## src/rtl/rf_wb_arbiter_pkg.sv

```systemverilog
// Writeback arbiter types shared by the RF write-port slice.
// Register index/data types, the queued write entry, and default sizes.
package rf_wb_arbiter_pkg;

  localparam int XLEN     = 32;
  localparam int NUM_REGS = 32;

  typedef logic [4:0]      reg_ind_t;
  typedef logic [XLEN-1:0] data_t;

  typedef struct packed {
    reg_ind_t rd;
    data_t    data;
  } wb_req_t;

  localparam int WB_NUM_SRC    = 2;
  localparam int WB_FIFO_DEPTH = 2;

  // x0 never reports as pending
  function automatic logic [NUM_REGS-1:0] rd_onehot(reg_ind_t rd);
    logic [NUM_REGS-1:0] oh;
    oh     = '0;
    oh[rd] = 1'b1;
    oh[0]  = 1'b0;
    return oh;
  endfunction

endpackage

```

## src/rtl/rf_wb_arbiter_if.sv

```systemverilog
// Writeback request bus and RF write port bundle.
// master: writeback sources + RF/decode side; slave: the arbiter.
interface rf_wb_arbiter_if
  import rf_wb_arbiter_pkg::*;
#(
  parameter int NUM_SRC = WB_NUM_SRC
);

  logic     [NUM_SRC-1:0] req_valid;
  logic     [NUM_SRC-1:0] req_ready;
  reg_ind_t [NUM_SRC-1:0] req_addr;
  data_t    [NUM_SRC-1:0] req_data;

  logic                   rf_we;
  reg_ind_t               rf_waddr;
  data_t                  rf_wdata;
  logic     [31:0]        pending_mask;
  logic                   busy;

  modport master (
    output req_valid,
    output req_addr,
    output req_data,
    input  req_ready,
    input  rf_we,
    input  rf_waddr,
    input  rf_wdata,
    input  pending_mask,
    input  busy
  );

  modport slave (
    input  req_valid,
    input  req_addr,
    input  req_data,
    output req_ready,
    output rf_we,
    output rf_waddr,
    output rf_wdata,
    output pending_mask,
    output busy
  );

endinterface

```

## src/rtl/rf_wb_arbiter_fifo.sv

```systemverilog
// Per-source writeback FIFO (module wb_fifo), ring buffer of wb_req_t.
// Ports: clk, rst, push_i, pop_i, din_i, dout_o, full_o, empty_o,
// ent_vld_o/ent_rd_o expose every slot for the pending-register mask.
module wb_fifo
  import rf_wb_arbiter_pkg::*;
#(
  parameter int DEPTH = WB_FIFO_DEPTH
) (
  input  logic                 clk,
  input  logic                 rst,
  input  logic                 push_i,
  input  logic                 pop_i,
  input  wb_req_t              din_i,
  output wb_req_t              dout_o,
  output logic                 full_o,
  output logic                 empty_o,
  output logic     [DEPTH-1:0] ent_vld_o,
  output reg_ind_t [DEPTH-1:0] ent_rd_o
);

  localparam int AW = $clog2(DEPTH);

  wb_req_t          mem_q [DEPTH];
  logic [AW-1:0]    wp_q;
  logic [AW-1:0]    rp_q;
  logic [DEPTH-1:0] vld_q;
  logic [DEPTH-1:0] vld_d;
  logic             do_push;
  logic             do_pop;

  // per-slot valid bits: full/empty fall out of the pointed-to slot
  assign full_o  = vld_q[wp_q];
  assign empty_o = ~vld_q[rp_q];
  assign do_push = push_i & ~full_o;
  assign do_pop  = pop_i & ~empty_o;
  assign dout_o  = mem_q[rp_q];
  assign ent_vld_o = vld_q;

  always_comb begin
    for (int e = 0; e < DEPTH; e++) begin
      ent_rd_o[e] = mem_q[e].rd;
    end
  end

  always_comb begin
    vld_d = vld_q;
    if (do_pop) vld_d[rp_q] = 1'b0;
    if (do_push) vld_d[wp_q] = 1'b1;
  end

  always_ff @(posedge clk) begin
    if (rst) begin
      wp_q  <= '0;
      rp_q  <= '0;
      vld_q <= '0;
    end else begin
      vld_q <= vld_d;
      if (do_push) wp_q <= wp_q + AW'(1);
      if (do_pop) rp_q <= rp_q + AW'(1);
    end
  end

  always_ff @(posedge clk) begin
    if (do_push) mem_q[wp_q] <= din_i;
  end

endmodule

```

## src/rtl/rf_wb_arbiter.sv

```systemverilog
// Shares the RF write port among NUM_SRC writeback sources via round-robin.
// Ports: clk, rst (sync, active-high), bus (slave): per-source req
// valid/ready/addr/data, RF we/waddr/wdata, pending_mask, busy.
module rf_wb_arbiter
  import rf_wb_arbiter_pkg::*;
#(
  parameter int NUM_SRC    = WB_NUM_SRC,
  parameter int FIFO_DEPTH = WB_FIFO_DEPTH
) (
  input logic            clk,
  input logic            rst,
  rf_wb_arbiter_if.slave bus
);

  localparam int PW = $clog2(NUM_SRC);

  logic     [NUM_SRC-1:0]    rdy;
  logic     [NUM_SRC-1:0]    push;
  logic     [NUM_SRC-1:0]    pop;
  logic     [NUM_SRC-1:0]    full;
  logic     [NUM_SRC-1:0]    empty;
  wb_req_t                   din  [NUM_SRC];
  wb_req_t                   head [NUM_SRC];
  logic     [FIFO_DEPTH-1:0] ent_vld [NUM_SRC];
  reg_ind_t [FIFO_DEPTH-1:0] ent_rd  [NUM_SRC];

  logic [PW-1:0] ptr_q;
  logic [PW-1:0] ptr_d;
  logic [PW-1:0] gnt_idx;
  logic [PW-1:0] cand;
  logic          gnt_vld;

  logic          we;
  reg_ind_t      waddr;
  data_t         wdata;
  logic [31:0]   pmask;

  // ready is pure state: a pop this cycle does not open a slot until next
  assign rdy = rst ? '0 : ~full;

  for (genvar g = 0; g < NUM_SRC; g++) begin : g_src
    // x0 handshakes complete but are never stored
    assign push[g] = bus.req_valid[g] & rdy[g] &
                     (bus.req_addr[g] != '0);
    assign pop[g]  = gnt_vld & ~rst & (gnt_idx == PW'(g));
    assign din[g]  = '{rd: bus.req_addr[g], data: bus.req_data[g]};

    wb_fifo #(
      .DEPTH(FIFO_DEPTH)
    ) u_fifo (
      .clk       (clk),
      .rst       (rst),
      .push_i    (push[g]),
      .pop_i     (pop[g]),
      .din_i     (din[g]),
      .dout_o    (head[g]),
      .full_o    (full[g]),
      .empty_o   (empty[g]),
      .ent_vld_o (ent_vld[g]),
      .ent_rd_o  (ent_rd[g])
    );
  end

  // ptr_q is the first source searched; it sits one past the last grant
  always_comb begin
    gnt_vld = 1'b0;
    gnt_idx = '0;
    cand    = '0;
    for (int k = 0; k < NUM_SRC; k++) begin
      cand = PW'((int'(ptr_q) + k) % NUM_SRC);
      if (!gnt_vld && !empty[cand]) begin
        gnt_vld = 1'b1;
        gnt_idx = cand;
      end
    end
  end

  assign ptr_d = (gnt_idx == PW'(NUM_SRC - 1)) ? '0 : gnt_idx + 1'b1;

  always_ff @(posedge clk) begin
    if (rst) begin
      ptr_q <= '0;
    end else if (gnt_vld) begin
      ptr_q <= ptr_d;
    end
  end

  always_comb begin
    we    = 1'b0;
    waddr = '0;
    wdata = '0;
    if (gnt_vld && !rst) begin
      we    = 1'b1;
      waddr = head[gnt_idx].rd;
      wdata = head[gnt_idx].data;
    end
  end

  // includes the head being issued now; its bit drops after the pop
  always_comb begin
    pmask = '0;
    for (int i = 0; i < NUM_SRC; i++) begin
      for (int e = 0; e < FIFO_DEPTH; e++) begin
        if (ent_vld[i][e]) pmask = pmask | rd_onehot(ent_rd[i][e]);
      end
    end
    if (rst) pmask = '0;
  end

  assign bus.req_ready    = rdy;
  assign bus.rf_we        = we;
  assign bus.rf_waddr     = waddr;
  assign bus.rf_wdata     = wdata;
  assign bus.pending_mask = pmask;
  assign bus.busy         = ~rst & ~(&empty);

endmodule

```

## src/flat_wrapper.sv

```systemverilog
// flat-port wrapper written by rule: the top's interface ports become plain ports
module rf_wb_arbiter_flat import rf_wb_arbiter_pkg::*;
#(
  parameter int NUM_SRC    = WB_NUM_SRC,
  parameter int FIFO_DEPTH = WB_FIFO_DEPTH
)
  (clk, rst, bus_req_valid, bus_req_addr, bus_req_data, bus_req_ready, bus_rf_we, bus_rf_waddr, bus_rf_wdata, bus_pending_mask, bus_busy);
  rf_wb_arbiter_if #(.NUM_SRC(NUM_SRC)) bus_i ();
  input logic clk;
  input logic rst;
  input wire logic [$bits(bus_i.req_valid)-1:0] bus_req_valid;
  input wire logic [$bits(bus_i.req_addr)-1:0] bus_req_addr;
  input wire logic [$bits(bus_i.req_data)-1:0] bus_req_data;
  output wire logic [$bits(bus_i.req_ready)-1:0] bus_req_ready;
  output wire logic [$bits(bus_i.rf_we)-1:0] bus_rf_we;
  output wire logic [$bits(bus_i.rf_waddr)-1:0] bus_rf_waddr;
  output wire logic [$bits(bus_i.rf_wdata)-1:0] bus_rf_wdata;
  output wire logic [$bits(bus_i.pending_mask)-1:0] bus_pending_mask;
  output wire logic [$bits(bus_i.busy)-1:0] bus_busy;
  assign bus_i.req_valid = bus_req_valid;
  assign bus_i.req_addr = bus_req_addr;
  assign bus_i.req_data = bus_req_data;
  assign bus_req_ready = bus_i.req_ready;
  assign bus_rf_we = bus_i.rf_we;
  assign bus_rf_waddr = bus_i.rf_waddr;
  assign bus_rf_wdata = bus_i.rf_wdata;
  assign bus_pending_mask = bus_i.pending_mask;
  assign bus_busy = bus_i.busy;
  rf_wb_arbiter #(.NUM_SRC(NUM_SRC), .FIFO_DEPTH(FIFO_DEPTH)) u_core (.clk(clk), .rst(rst), .bus(bus_i));
endmodule
```

## config.mk

```make
export PLATFORM = sky130hd
export DESIGN_NAME = rf_wb_arbiter_flat
export DESIGN_NICKNAME = d
export VERILOG_FILES = /design/src/rtl/rf_wb_arbiter_pkg.sv /design/src/rtl/rf_wb_arbiter_if.sv /design/src/rtl/rf_wb_arbiter_fifo.sv /design/src/rtl/rf_wb_arbiter.sv /design/src/flat_wrapper.sv
export SDC_FILE = /design/constraint.sdc
export NUM_CORES = 1
export LEC_CHECK = 0
export BUFFER_PORTS_ARGS = -buffer_cell sky130_fd_sc_hd__buf_2
export CORE_UTILIZATION = 51
export DETAILED_ROUTE_END_ITERATION = 7
export MAX_ROUTING_LAYER = met4
export PLACE_DENSITY_LB_ADDON = 0.12
export SLEW_MARGIN = 40
export SYNTH_ARGS = -nofsm -noshare
export SYNTH_HDL_FRONTEND = slang
export SYNTH_SLANG_ARGS = --single-unit
```

## constraint.sdc

```tcl
create_clock -name clk -period 4.4 [get_ports clk]
set_clock_uncertainty 0.1 [all_clocks]
set_input_delay 0.88 -clock clk [delete_from_list [all_inputs] [get_ports clk]]
set_output_delay 0.88 -clock clk [all_outputs]
set_load 0.02 [all_outputs]
```

==> impl_results.md, run 1 <==
- Status: completed
- Final setup viols: 0
- Post-synth cell types: 46
- Layout Nets: 808
- Initial DRC count: 665
- Total track usage: 28.7%
- Port bufs: 149
- Share of the yosys chip area belonging to registers: 57.5%
- Post-cts sizing count: 0
- Clock Latency Late Sink: 0.42 ns
- Num CTS Buffers: 17
- Fin cells: 955
- Top cells by area, synth: edfxtp_1, mux2_2, o211ai_1
- Depth of the worst hold-timing path: 2
- Clk slew on worst S/H paths: 0.06 ns
- Post-Syn Instances: 608
- CP arrival: 2.49 ns
- Mapped Nets: 686
- Rows: 45
- Required @ worst endpoint: 3.42 ns
- Asr flop ratio synth: 0%
- Post-CTS Hold Buffers: 0
- HP Start: u_core.g_src[0].u_fifo.wp_q
- Post-synth top flop: edfxtp_1
- Ratio of cells with drive above 1 in the final layout: 41.6%
- Via count: 6010
- Max_slew headroom: 39.1%
- Reg2reg end: u_core.g_src[0].u_fifo.mem_q[0][1]
- Die width: 128 um
- #FFs+latches synth: 159
- Placer Congestion: 0.911
- Placed cells: 922
- First-pass GRT wire length: 33.5 mm
- Vias in the first global route: 5671
- Clock Sinks: 159
- Area Overhead vs Synth: 18.2%
- Die Y: 128 um
- Largest stage delay, worst path: 0.71 ns
- CTS tree: built
- Number of max-cap violations: 0
- Vias per Instance: 6.29
- Fin Setup TNS: 0 ns
- Slowest CP cell: dfxtp_1
- Gr ovfl total: 0
- Leak: 0.00327 uW
- Initial core utilization: 52.8%
- Max-slew violations: 0
- Largest net degree at the start of global routing: 57
- Worst-path fanout max: 40
- EDFF count, synth: 148
- First-pass detailed-route iteration total: 5
- Hpwl dp: 16.0 mm
- R2R setup slack: 2.18 ns
- Routed Antenna Nets: 0
- Initial antenna violation count: 1
- Core Area: 15400 um^2
- Wirelength, routed: 22.5 mm
- FMAX: 288 MHz
- Die area: 16400 um^2
- CP Class: flop to output port
- CTS max path bufs: 2
- Yosys Warn Count: 0
- Mean routed wirelength per cell: 23.5 um
- Final min period: 3.47 ns
- CP endpoint kind: output port
- Worst R2R Start: u_core.g_src[0].u_fifo.ent_vld_o[0]
- # IOs: 151
- Slew @ Worst Pin: 0.912 ns
- CTS root buf: clkbuf_16
- R2R depth: 3
- Postcts setup bufs: 0
- Hold EP: u_core.g_src[0].u_fifo.wp_q
- Synth cell count leaders: edfxtp_1, mux2_2, a21oi_1
- Syn Area/Cell: 13.3 um^2
- RSZ-0062 raised after global routing: false
- Cell type with the largest total area after synthesis: edfxtp_1
- Yosys top cell area share: 54.8%
- Crit path launch type: flop
- Final count of hold timing violations: 0
- Post-Syn Area: 8110 um^2
- Critical path cell sequence: mux2_4 > o211ai_1 > a21oi_1 > buf_2
- Pwr per Cell Area: 396 nW/um^2
- Hold Crit Class: flop to flop
- Peak VDD IR: 0.000313 V
- Tcrit/Tclk final: 79.0%
- DRC viols: 0
- # H-tree levels: 4
- Count leader, synth: edfxtp_1
layout make-up:
type | instances | area, um^2
Sequential cell | 159 | 4670
Inverter | 5 | 18.8
Tap cell | 211 | 264
Fill cell | 1213 | 5780
Clock buffer | 18 | 429
Clock inverter | 14 | 169
Timing Repair Buffer | 164 | 892
Antenna cell | 1 | 2.50
Multi-Input combinational cell | 383 | 3140
critical path: cells and delay by family, from the launching register on:
kind                   cells  cell delay, ns
buffers and inverters      1            0.22
DFF                        1            0.71
AOI/OAI and AO/OA          2            0.54
muxes                      1            0.60
stage by stage:
step / instance area (um^2) / setup slack, ns / total power (uW) / hold WS [ns] / util (%)
after detailed placement: 8980 / 1.42 / 2350 / 0.505 / 58.5
after global routing: 9590 / 0.890 / 3910 / 0.529 / 62.4
after global placement: 8930 / 1.15 / 2340 / 0.484 / 58.1
after CTS: 9580 / 0.963 / 3810 / 0.513 / 62.3
final: 9590 / 0.926 / 3800 / 0.512 / 62.4
after floorplan: 8110 / 0.148 / 2170 / 0.432 / -
power breakdown:
group,internal [uW],switching [uW]
Combinational,208,325
Sequential,1730,63.5
Clock,856,618
Total,2790,1010
state kept, by name (all words and copies together) (netlist names), named ones only:
name,cells
u_core.g_src.u_fifo.mem_q,148
u_core.g_src.u_fifo.wp_q,2
u_core.ptr_q,1
u_core.g_src.u_fifo.rp_q,2
u_core.g_src.u_fifo.ent_vld_o,4
cell families after synthesis:
| kind of cell | synth area share, % |
|---|---|
| and+or+nand+nor | 7.34 |
| DFF | 57.5 |
| muxes | 11.3 |
| AOI/OAI and AO/OA | 19.6 |
| other | 0.0462 |
| buffers and inverters | 4.15 |
cell usage in the layout, fill, tap and decap left out, types with 12 or more instances in the layout:
master | netlist | final
mux2_2 | 76 | 76
o211ai_1 | 68 | 68
buf_4 | 9 | 13
and4bb_2 | 12 | 12
clkbuf_16 | 0 | 17
a21oi_1 | 73 | 73
nor2b_1 | 17 | 17
buf_2 | 14 | 148
a32oi_1 | 14 | 14
and4b_1 | 12 | 12
a22oi_1 | 47 | 47
edfxtp_1 | 148 | 148
metal layers:
| layer | GRT usage [%] | share of wire (%) | wire length [um] | vias up |
|---|---|---|---|---|
| met5 | - | 0 | 0 | - |
| met4 | 8.51 | 2.2 | 490 | 0 |
| met3 | 5.80 | 6.3 | 1410 | 28 |
| met2 | 48.1 | 51 | 11300 | 283 |
| met1 | 35.4 | 41 | 9220 | 2958 |
| li1 | - | - | - | 2741 |
how the worst max path moves through the flow:
stage | from | to | slack [ns] | cells past startpoint
2_1_floorplan | rst | u_core.g_src[0].u_fifo.mem_q[1][0] | 0.15 | 2
3_3_place_gp | rst | bus_busy | 1.15 | 4
3_5_place_dp | flop | bus_rf_waddr[4] | 1.42 | 5
4_1_cts | flop | bus_rf_wdata[17] | 0.96 | 5
5_1_grt | u_core.g_src[1].u_fifo.rp_q | bus_rf_waddr[3] | 0.89 | 5
6_report | u_core.g_src[0].u_fifo.ent_vld_o[1] | bus_rf_wdata[12] | 0.93 | 4
(Power assumes the default switching activity.)
==> run 2, diff against run 1 <==
==> constraint.sdc (replaced) <==
create_clock -name clk -period 2.95 [get_ports clk]
set_clock_uncertainty 0.1 [all_clocks]
set_input_delay 0.59 -clock clk [delete_from_list [all_inputs] [get_ports clk]]
set_output_delay 0.59 -clock clk [all_outputs]
set_load 0.02 [all_outputs]
==> impl_results.md, run 2 (synthesis results as in run 1) <==
- Leak: 0.00333 uW (+1.5%)
- Crit path launch type: flop
- Die area: 16400 um^2 (unchanged)
- Switching share of power: 27.3% (+0.78 points)
- Critical path cell sequence: mux2_2 > o211ai_1 > a21oi_1 > buf_2
- Die Y: 128 um (unchanged)
- Net Sw Power: 1500 uW (+49%)
- CP endpoint kind: output port
- # H-tree levels: 4 (unchanged)
- Initial core utilization: 52.8% (unchanged)
- Placer Congestion: 1.00 (+9.8%)
- First-pass detailed-route iteration total: 5 (unchanged)
- Initial DRC count: 541 (-19%)
- CTS max path bufs: 2 (unchanged)
- Clock Sinks: 159 (unchanged)
- DRC viols: 0 (unchanged)
- Post-CTS Hold Buffers: 0 (unchanged)
- Via count: 6055 (+0.75%)
- Worst-path fanout max: 20 (-50%)
- Area Overhead vs Synth: 19.3%
- Slew @ Worst Pin: 0.698 ns (-0.214 ns)
- Max_slew headroom: 53.4% (+14 points)
- Internal power: 4010 uW (+44%)
- Vias in the first global route: 5810 (+2.5%)
- CTS tree: built
- Wirelength, routed: 22.6 mm (+0.49%)
- Largest net degree at the start of global routing: 66 (+16%)
- CTS root buf: clkbuf_16
- Rows: 45 (unchanged)
- Core Area: 15400 um^2 (unchanged)
- Fin Setup TNS: 0 ns (unchanged)
- Initial antenna violation count: 1 (unchanged)
- Clock group share of total power: 36.8% (-2.0 points)
- Largest stage delay, worst path: 0.62 ns (-0.09 ns)
- Total track usage: 28.3% (-0.44 points)
- Most common cell after layout, fill and taps aside: buf_2
- Most frequent cells in the layout: buf_2, edfxtp_1, mux2_2
- Routed Antenna Nets: 0 (unchanged)
- Fillers: 1194 (-1.6%)
- Sequential fraction of design power: 47.9% (+0.8 points)
- Pwr per Cell Area: 570 nW/um^2 (+44%)
- Gr ovfl total: 0 (unchanged)
- Status: completed
- Clk slew on worst S/H paths: 0.07 ns (about the same)
- CP arrival: 2.17 ns (-0.32 ns)
- Peak VDD IR: 0.000429 V (+37%)
- Worst path buffer plus inverter count: 1 (unchanged)
- Required @ worst endpoint: 2.26 ns (-1.16 ns)
- Die width: 128 um (unchanged)
- Final setup viols: 0 (unchanged)
- Hold Crit Class: input port to flop
- Final count of hold timing violations: 0 (unchanged)
- Mean routed wirelength per cell: 23.4 um (-0.35%)
- Largest reg by FF count: u_core.g_src.u_fifo.mem_q
- Comb power frac: 15.3% (+1.3 points)
- Number of max-cap violations: 0 (unchanged)
- Layout Nets: 817 (+1.1%)
- RSZ-0062 raised after global routing: false
- Largest delay share family, worst path: flip-flops
- Port bufs: 149 (unchanged)
- Max-slew violations: 0 (unchanged)
- Clock Latency Late Sink: 0.41 ns (about the same)
- Tcrit/Tclk final: 96.9%
- Fin util: 62.9% (+0.58 points)
- CP Class: flop to output port
- Slowest CP cell: dfxtp_1
- Hpwl dp: 16.3 mm (+1.5%)
- FMAX: 350 MHz
- Ratio of cells with drive above 1 in the final layout: 42.5% (+0.89 points)
- Final min period: 2.86 ns
- First-pass GRT wire length: 33.0 mm (-1.6%)
- Num CTS Buffers: 17 (unchanged)
- R2R setup slack: 0.84 ns (-1.34 ns)
- Vias per Instance: 6.29 (about the same)
- Max reg flops: 148 (unchanged)
- # IOs: 151 (unchanged)
-- run 2: cell types whose count changed in the layout (fill, tap and decap cells not counted), moves of 2 or more --
cell / change
buf_4: +4
buf_12: +2
bufinv_16: -2
clkinv_2: +2
-- run 2: layer usage --
layer,up-vias,global-route usage [%],share of wire (%)
li1,2757,-,-
met1,2949,32.3,39
met2,305,49.4,51
met3,44,4.42,5.8
met4,0,12.2,3.6
met5,-,-,0
-- run 2: worst paths after layout --
check | to | startpoint | cells after the start
max reg2reg | u_core.g_src[0].u_fifo.mem_q[0][22] | u_core.g_src[0].u_fifo.ent_vld_o[0] | 3
min reg2reg | u_core.g_src[0].u_fifo.wp_q | u_core.g_src[0].u_fifo.wp_q | 2
max | bus_rf_wdata[21] | u_core.g_src[1].u_fifo.ent_vld_o[0] | 4
min | u_core.g_src[1].u_fifo.mem_q[0][27] | bus_req_data[59] | 1
-- run 2: cell type report --
class	count	area (um^2)	share of cell area (%)
Antenna cell	1	2.50	0.0259
Multi-Input combinational cell	384	3180	32.9
Clock inverter	14	123	1.27
Tap cell	211	264	2.73
Inverter	5	18.8	0.194
Timing Repair Buffer	172	995	10.3
Clock buffer	17	425	4.40
Sequential cell	159	4670	48.2
-- run 2: power by group through the flow --
stage | logic [uW] | registers (uW) | clock network [uW]
after floorplan | 581 | 2660 | 0
after global placement | 803 | 2680 | 0
after detailed placement | 825 | 2690 | 0
after CTS | 833 | 2640 | 2050
after global routing | 893 | 2650 | 2140
final | 843 | 2640 | 2030
-- run 2: timing repair --
action	4_1_cts	5_1_grt
pin swaps	0	0
endpoints found under the setup margin	1	28
setup buffers	2	0
cloned	0	1
gates resized for setup	0	5
-- run 2: metrics by stage --
stage	area (um^2)	instances	hold slack (ns)	setup slack [ns]	power, uW
2_1_floorplan	8120	608	0.439	0.0326	3240
3_3_place_gp	9000	925	0.490	0.406	3480
3_5_place_dp	9070	928	0.502	0.408	3510
4_1_cts	9640	961	0.245	0.0344	5520
5_1_grt	9680	963	0.238	0.0154	5680
6_report	9680	963	0.258	0.0928	5510
-- run 2: worst reg2reg max path: stages, from the launching register on --
cell,delay [ns]
dfxtp_1,0.47
or3_1,0.50
nor2_4,0.46
buf_8,0.28
